===== src/rtl/dec_scan_nx.sv =====
// dec_scan_nx: SEL_W-to-2^SEL_W one-hot decoder with registered outputs and
// an auto-scan mode that walks the one-hot bit across every position, holding
// each position for DWELL cycles.
//
// Optional build macro: DEC_SCAN_BLANK_EN
//   When defined, scan mode inserts one all-zero cycle at every index advance
//   to suppress ghosting on the driven rows. The position period becomes
//   DWELL+1 cycles. Direct mode and scan loads never blank.
//   When undefined (default), the position period is DWELL cycles.
module dec_scan_nx #(
    parameter int SEL_W = 2,
    parameter int DWELL = 4
) (
    input  logic                  clk,
    input  logic                  rst_n,
    input  logic                  en_n,
    input  logic                  mode,
    input  logic [SEL_W-1:0]      sel,
    input  logic                  load,
    output logic [2**SEL_W-1:0]   out,
    output logic [SEL_W-1:0]      cur_idx,
    output logic                  wrap
);

    localparam int OUT_W = 2 ** SEL_W;

    // Counter only needs to reach DWELL-1; keep at least one bit so DWELL=1
    // still yields a legal vector (it then always sits at its last value).
    localparam int                 CNT_W      = (DWELL > 1) ? $clog2(DWELL) : 1;
    localparam logic [CNT_W-1:0]   DWELL_LAST = CNT_W'(DWELL - 1);
    localparam logic [SEL_W-1:0]   IDX_LAST   = {SEL_W{1'b1}};

    // Registered state
    logic [OUT_W-1:0] out_reg;
    logic [SEL_W-1:0] idx_reg;
    logic [CNT_W-1:0] dwell_reg;
    logic             wrap_reg;
    logic             mode_q;

    // Next-state values
    logic [OUT_W-1:0] out_next;
    logic [SEL_W-1:0] idx_next;
    logic [CNT_W-1:0] dwell_next;
    logic             wrap_next;
    logic             show_next;

`ifdef DEC_SCAN_BLANK_EN
    // Set during the blank cycle that follows an index advance.
    logic             blank_reg;
    logic             blank_next;
`endif

    // Next-state selection: enable, direct decode, load, scan entry and the
    // dwell/advance sequence, in priority order.
    always_comb begin
        idx_next   = idx_reg;
        dwell_next = dwell_reg;
        wrap_next  = 1'b0;
        show_next  = 1'b0;
`ifdef DEC_SCAN_BLANK_EN
        blank_next = blank_reg;
`endif
        // en_n=1 leaves everything frozen and blanks the output.
        if (!en_n) begin
            if (!mode) begin
                // Direct decode: follow sel, keep the scan counter parked.
                idx_next   = sel;
                dwell_next = '0;
                show_next  = 1'b1;
`ifdef DEC_SCAN_BLANK_EN
                blank_next = 1'b0;
`endif
            end else if (load) begin
                // Load wins over dwell expiry and also over scan entry (entry
                // would only clear the counter, which load does anyway).
                idx_next   = sel;
                dwell_next = '0;
                show_next  = 1'b1;
`ifdef DEC_SCAN_BLANK_EN
                blank_next = 1'b0;
`endif
            end else if (!mode_q) begin
                // Scan entry: start at the current index with a fresh dwell,
                // so the output does not change on the switch-over.
                dwell_next = '0;
                show_next  = 1'b1;
`ifdef DEC_SCAN_BLANK_EN
                blank_next = 1'b0;
`endif
            end
`ifdef DEC_SCAN_BLANK_EN
            else if (blank_reg) begin
                // End of blank cycle: reveal the index chosen last cycle.
                dwell_next = '0;
                show_next  = 1'b1;
                blank_next = 1'b0;
            end
`endif
            else if (dwell_reg == DWELL_LAST) begin
                // Dwell expired: step to the next position.
                idx_next   = idx_reg + 1'b1;
                dwell_next = '0;
                wrap_next  = (idx_reg == IDX_LAST);
`ifdef DEC_SCAN_BLANK_EN
                show_next  = 1'b0;
                blank_next = 1'b1;
`else
                show_next  = 1'b1;
`endif
            end else begin
                dwell_next = dwell_reg + 1'b1;
                show_next  = 1'b1;
            end
        end
    end

    // One-hot decode of the next index; a single comparator per output bit
    // guarantees at most one bit can ever be set.
    genvar gi;
    generate
        for (gi = 0; gi < OUT_W; gi++) begin : g_dec
            assign out_next[gi] = show_next && (idx_next == SEL_W'(gi));
        end
    endgenerate

    // State registers with asynchronous reset.
    always_ff @(posedge clk or negedge rst_n) begin
        if (!rst_n) begin
            out_reg   <= '0;
            idx_reg   <= '0;
            dwell_reg <= '0;
            wrap_reg  <= 1'b0;
            mode_q    <= 1'b0;
        end else begin
            out_reg   <= out_next;
            idx_reg   <= idx_next;
            dwell_reg <= dwell_next;
            wrap_reg  <= wrap_next;
            mode_q    <= mode;
        end
    end

`ifdef DEC_SCAN_BLANK_EN
    // Blank-cycle flag, reset alongside the rest of the scan state.
    always_ff @(posedge clk or negedge rst_n) begin
        if (!rst_n) begin
            blank_reg <= 1'b0;
        end else begin
            blank_reg <= blank_next;
        end
    end
`endif

    assign out     = out_reg;
    assign cur_idx = idx_reg;
    assign wrap    = wrap_reg;

endmodule


===== config.mk =====
export PLATFORM = sky130hd
export DESIGN_NAME = dec_scan_nx
export DESIGN_NICKNAME = d
export VERILOG_FILES = /design/src/rtl/dec_scan_nx.sv
export SDC_FILE = /design/constraint.sdc
export NUM_CORES = 1
export LEC_CHECK = 0
export BUFFER_PORTS_ARGS = -buffer_cell sky130_fd_sc_hd__buf_2
export CAP_MARGIN = 20
export CORE_AREA = 4 4 41 43
export DETAILED_ROUTE_END_ITERATION = 6
export DIE_AREA = 0 0 45 47
export PLACE_DENSITY_LB_ADDON = 0.25
export RECOVER_POWER = 100
export SETUP_SLACK_MARGIN = 0.4
export SLEW_MARGIN = 20
export SYNTH_ARGS = -nofsm -noshare
export SYNTH_HDL_FRONTEND = slang
export SYNTH_SLANG_ARGS = --single-unit

===== constraint.sdc =====
create_clock -name clk -period 1.8 [get_ports clk]
set_input_delay 0.09 -clock clk [delete_from_list [all_inputs] [get_ports clk]]
set_output_delay 0.09 -clock clk [all_outputs]
set_load 0.005 [all_outputs]

# Word-level counts from Yosys, hierarchy flattened
# Cells that the tools add are included.
word_totals:
  register_bits: 10
  inputBits: 7
  output_inout_bits: 7
classes:
  n_addsub: 2
  eq_ne: 5
  mux: 15
  n_reduce_logical: 5
op_table:
  columns: ["op", "count"]
  rows:
  - ["2-bit 2-to-1 mux", 9]
  - ["2-bit == test, second input constant", 4]
  - ["1-bit 2-to-1 mux", 6]
  - ["2-bit by 1-bit adder with 2-bit output, second input constant", 2]
  - ["1-bit logical AND", 4]
  - ["2-bit by 1-bit == test with 1-bit output, second input constant", 1]
  - ["2-bit zero test", 1]

# Depth between registers and ports, before layout
logic_depth:
  ltp_word: 8
  ltp_mapped: 4
  depth_no_buf: 4

# Least setup slack after synthesis
# No wires, ideal clock.
synth_path:
  path_type: "reg-to-reg"
  from: "register idx_reg[0] (netlist: cur_idx[0])"
  to: "register idx_reg[1] (netlist: cur_idx[1])"
  arrival_time_ns: 1.179
  required_ns: 1.663
  path_slack_ns: 0.483
  stages_incl_launch_ff: 5
  path_buffers: 0
  synth_period_minus_slack_ns: 1.317
  path_cell_list: "dfrtp_1 ha_1 and4b_1 o21ai_1 o211ai_1"
synth_via:
  elab_chain_len: 6
synth_rtl:
  columns: ["element", "line_no", "text"]
  rows:
  - ["start, declared", "35", "logic [SEL_W-1:0] idx_reg;"]
  - ["start signal, assigned", "136", "idx_reg <= idx_next;"]
  - ["2-bit by 1-bit adder with 2-bit output", "101", "idx_next = idx_reg + 1'b1;"]
  - ["2-bit 2-to-1 mux", "99", "else if (dwell_reg == DWELL_LAST) begin"]
  - ["2-bit 2-to-1 mux", "82", "end else if (!mode_q) begin"]
  - ["2-bit 2-to-1 mux", "73", "end else if (load) begin"]
  - ["2-bit 2-to-1 mux", "65", "if (!mode) begin"]
  - ["2-bit 2-to-1 mux", "64", "if (!en_n) begin"]
  - ["net idx_next[1]", "42", "logic [SEL_W-1:0] idx_next;"]
# The timed path passes the listed nets, and every way through them passes these cells.
# A chain may end at the register's enable or synchronous reset.

# Worst setup path after layout
layout_path:
  from: "register idx_reg[1] (netlist: cur_idx[1])"
  to: "register idx_reg[1] (netlist: cur_idx[1])"
layout_via:
  elab_chain_len: 6
layout_rtl:
  columns: ["element", "line_no"]
  rows:
  - ["2-bit by 1-bit adder with 2-bit output", "101"]
  - ["2-bit 2-to-1 mux", "99"]
  - ["2-bit 2-to-1 mux", "82"]
  - ["2-bit 2-to-1 mux", "73"]
  - ["2-bit 2-to-1 mux", "65"]
  - ["2-bit 2-to-1 mux (*)", "64"]
  - ["net idx_next[1]", "42"]
# The timed path passes the listed nets; every way through them passes the cells marked *.

==> results.md <==
Status:
- The flow ran to the end, and the final reports show no timing, DRC or antenna violations.

Detailed routing:
- The routed length per instance is 14.0 um.
- The met1 wire length is 483 um.
- The routed length on met2 is 531 um.
- The detailed router's first-iteration violation count is 12.
- The final layout contains routed wiring with a total length of 1.13 mm.
- The number of nets with antenna violations after routing is 0.
- The detailed-route DRC error count is 0.
- The highest signal layer in the routed design is met4.
- Using the TritonRoute via totals, the vias-per-cell ratio works out to 5.38.
- The wire length on met3 is 78 um.
- The total vias in the final route is 436.
- The pre-antenna-repair detailed-routing pass consisted of 4 iterations.

Worst setup path:
- The startpoint identified for the worst register-to-register timing path is cur_idx[1].
- The worst setup path is captured at a flop.
- The setup path with the least slack is of type flop to flop.
- The signal on the critical path passes through ha_4 > and4b_1 > o21ai_0 > o211ai_1.
- The data required time of the worst path is 1930 ps.
- The startpoint kind of the worst setup timing path is a flop.
- The cell at the slowest stage of the critical path is sky130_fd_sc_hd__dfrtp_2.
- Data arrives at the worst endpoint at 1560 ps.
- Tracing the worst setup path back leads to its startpoint at cur_idx[1].
- The delay of the slowest critical-path stage is 430 ps.
- The highest net fanout along the worst path is 3.

STA:
- The highest achievable clock rate is 0.699 GHz.
- At the pin with the least slew margin, the transition time is 539 ps.
- The normalized max-slew margin is 64.1%.
- The count of endpoints failing hold in the final timing report is 0.
- The max-slew violation count is 0.
- The post-route setup TNS is 0 ps.
- The count of endpoints failing setup in the final report is 0.
- The post-route clock skew is 6.98 ps.
- The worst path in the final design needs a cycle of 1430 ps, including I/O delays and setup.
- Setup repair after global routing could not meet its margin everywhere.
- The tightest hold path in the finished design has a slack of 66.5 ps.
- The final clock period utilization by the worst path is 79.5%.

Clock tree:
- In this run the number of H-tree levels came out at 1.
- The clock passes through at most 2 buffers.
- Counting every sink on the clock net gives 10.
- The cell chosen for the clock root is sky130_fd_sc_hd__clkbuf_4.
- The clock transition at the register clock pins on the worst setup and hold paths after CTS is 70 ps.
- TritonCTS built the clock tree.
- The number of buffers added by the clock tree synthesis step is 3.
- At the later pin of the worst-skew pair, clock insertion delay measures 270 ps.

Global route:
- Summed over all layers, the global routing overflow is 0.
- The via count of the first global-routing pass was 393.
- The all-layer global routing usage is 12.1%.
- The first global-routing pass estimated 1.70 mm of wire.
- The initial antenna violation count was 0.
- Entering global routing, the biggest net connects 12 pins.

Place:
- The final weighted congestion of routability-driven global placement is 0.768.
- The half-perimeter wire length after detailed placement is 793 um.
- The count of input and output buffers is 13.

Floorplanning:
- Once the floorplan was initialized, standard cells occupied 38.8% of the core.
- The die covers 2120 um2.
- The region available for standard cell placement spans 1300 um2.
- The die is 45 um wide.
- The number of top-level design ports is 14.
- In this run the vertical extent of the chip is 47 um.
- Row generation in the floorplan step produced 13 rows.

Layout:
- The register with the most flip-flops in the layout has 4 of them.
- After the last flow step, the layout net total stands at 78.
- At the end of the flow the core is filled with cells to 50.0%.
- The post-route netlist has 25.8% of its cells at a drive strength greater than 1.
- 0 antenna diodes ended up in the layout.
- Compared with the post-synthesis result, the final layout area differs by 29.0%.

Hold path:
- The startpoint of the lowest-slack hold path is sel[1].
- The tightest min-delay check is of the input port to flop type.

Power and ir drop:
- The worst-case IR drop observed on VDD is 331 uV.
- For this design the ratio of total power to cell area is 772 nW/um2.
- Summed over all cells, the static leakage comes to 0.293 nW.
- Overall power consumption after layout is estimated at 0.503 mW.

Logic synthesis:
- The share of synthesized area in the top cell type comes to 49.6%.
- Ranked by total cell area, the synthesized netlist is headed by sky130_fd_sc_hd__dfrtp_1, sky130_fd_sc_hd__ha_1, sky130_fd_sc_hd__nand2_1.
- The synthesized flop and latch total is 10.
- In the synthesized netlist, the cells that appear most often are sky130_fd_sc_hd__dfrtp_1, sky130_fd_sc_hd__nand2_1, sky130_fd_sc_hd__o21ai_1.
- The largest area contributor in the netlist is sky130_fd_sc_hd__dfrtp_1.
- In the synthesized netlist the dominant register cell turns out to be sky130_fd_sc_hd__dfrtp_1.
- In the synthesized netlist the async set-or-reset flop fraction comes to 100%.
- For this run, the number of Yosys warnings is 0.
- The synthesized netlist contains 22 unique library cells.
- The library cell with the highest instance count after synthesis is sky130_fd_sc_hd__dfrtp_1.
- In this run the mean area of a mapped cell was 10.5 um2.
- The post-synthesis net count is 58.
- The count of mapped cells out of synthesis is 48.
- The mapped netlist covers 504 um2.
- Sequential cells were found to cover 49.6% of the synthesized design area.
- The number of enable flip-flop cells after synthesis is 0.

Run:
- The tool flagged a number of max-cap violations equal to 0.
[stage by stage]
stage	cell area (um2)	std cells	worst slack (ps)
floorplan	504	48	483
global placement	583	75	408
detailed placement	583	75	404
CTS	629	80	380
global route	651	81	272
finish	651	81	370
[per-layer routing]
layer  global-route usage, %  up-vias
li1                        -      215
met1                    14.9      192
met2                    17.2       24
met3                    2.30        5
met4                    12.3        0
met5                       0        -
[cells by family (layout without fill, tap and decap cells)]
family,after synthesis,in the layout,share of synthesized area (%)
AND/OR/NAND/NOR,19,19,19.9
AO/OA/AOI/OAI,14,14,21.3
flip-flops,10,10,49.6
adder cells (fa/ha/maj),3,3,7.44
buffers and inverters,2,20,1.74
[layout by cell type, fill, tap and decap left out]
cell,Yosys,final
sky130_fd_sc_hd__nor2_1,2,2
sky130_fd_sc_hd__dfrtp_1,10,9
sky130_fd_sc_hd__a221oi_2,1,1
sky130_fd_sc_hd__o32ai_1,2,2
sky130_fd_sc_hd__buf_2,1,6
sky130_fd_sc_hd__o21ai_2,0,1
sky130_fd_sc_hd__inv_1,1,1
sky130_fd_sc_hd__or2_1,1,1
sky130_fd_sc_hd__and3b_1,1,1
sky130_fd_sc_hd__and2b_1,1,1
sky130_fd_sc_hd__nand2_1,7,7
sky130_fd_sc_hd__a21boi_0,0,1
sky130_fd_sc_hd__and4b_1,1,1
sky130_fd_sc_hd__a21boi_2,0,1
sky130_fd_sc_hd__a31oi_1,2,2
sky130_fd_sc_hd__clkbuf_4,0,3
sky130_fd_sc_hd__o211ai_1,1,1
sky130_fd_sc_hd__o21ai_0,0,3
sky130_fd_sc_hd__dfrtp_2,0,1
sky130_fd_sc_hd__ha_2,0,2
sky130_fd_sc_hd__nand3_1,2,2
sky130_fd_sc_hd__nor3_1,2,2
sky130_fd_sc_hd__dlygate4sd3_1,0,2
sky130_fd_sc_hd__clkbuf_1,0,7
sky130_fd_sc_hd__nand3b_1,1,1
sky130_fd_sc_hd__nand2b_1,1,1
sky130_fd_sc_hd__buf_4,0,1
sky130_fd_sc_hd__ha_4,0,1
sky130_fd_sc_hd__o211a_1,1,1
sky130_fd_sc_hd__a311o_1,1,1
[critical path: cells and delay by family (launching register included)]
kind                     cells  cell delay (ps)
AND/OR/NAND/NOR              1              200
flip-flops                   1              430
adder cells (fa/ha/maj)      1              250
AO/OA/AOI/OAI                2              410
[worst paths after layout]
check	slack (ps)	depth (start not counted)	endpoint
min in group asynchronous	300	2	wrap
hold reg to reg	540	1	dwell_reg[0]
setup / recovery	370	4	cur_idx[1]
max in group asynchronous	1110	2	cur_idx[1]
setup reg to reg	370	4	cur_idx[1]
hold / removal	70	2	out[1]
[where the power goes]
group / leakage, nW / switching (mW) / total (mW) / internal (mW)
registers: 0.129 / 0.0136 / 0.253 / 0.239
clock network: 0.0138 / 0.0800 / 0.157 / 0.0774
logic: 0.151 / 0.0475 / 0.0926 / 0.0451
total: 0.293 / 0.141 / 0.503 / 0.361
[timing repair]
action / 4_1_cts / 5_1_grt
pin swaps: 0 / 4
resized for setup: 1 / 7
hold buffers: 2 / 0
buffers inserted: 0 / 1
endpoints found under the setup margin: 3 / 6
hold endpoints to repair: 11 / 0
[layout make-up]
type	count	area, um2
tap	15	18.8
sequential	10	251
timing repair buffer	16	83.8
clock buffer	3	22.5
fill	134	651
multi-input combinational	36	270
inverter	1	3.75
Note: power is estimated with default switching activity, not from simulation.
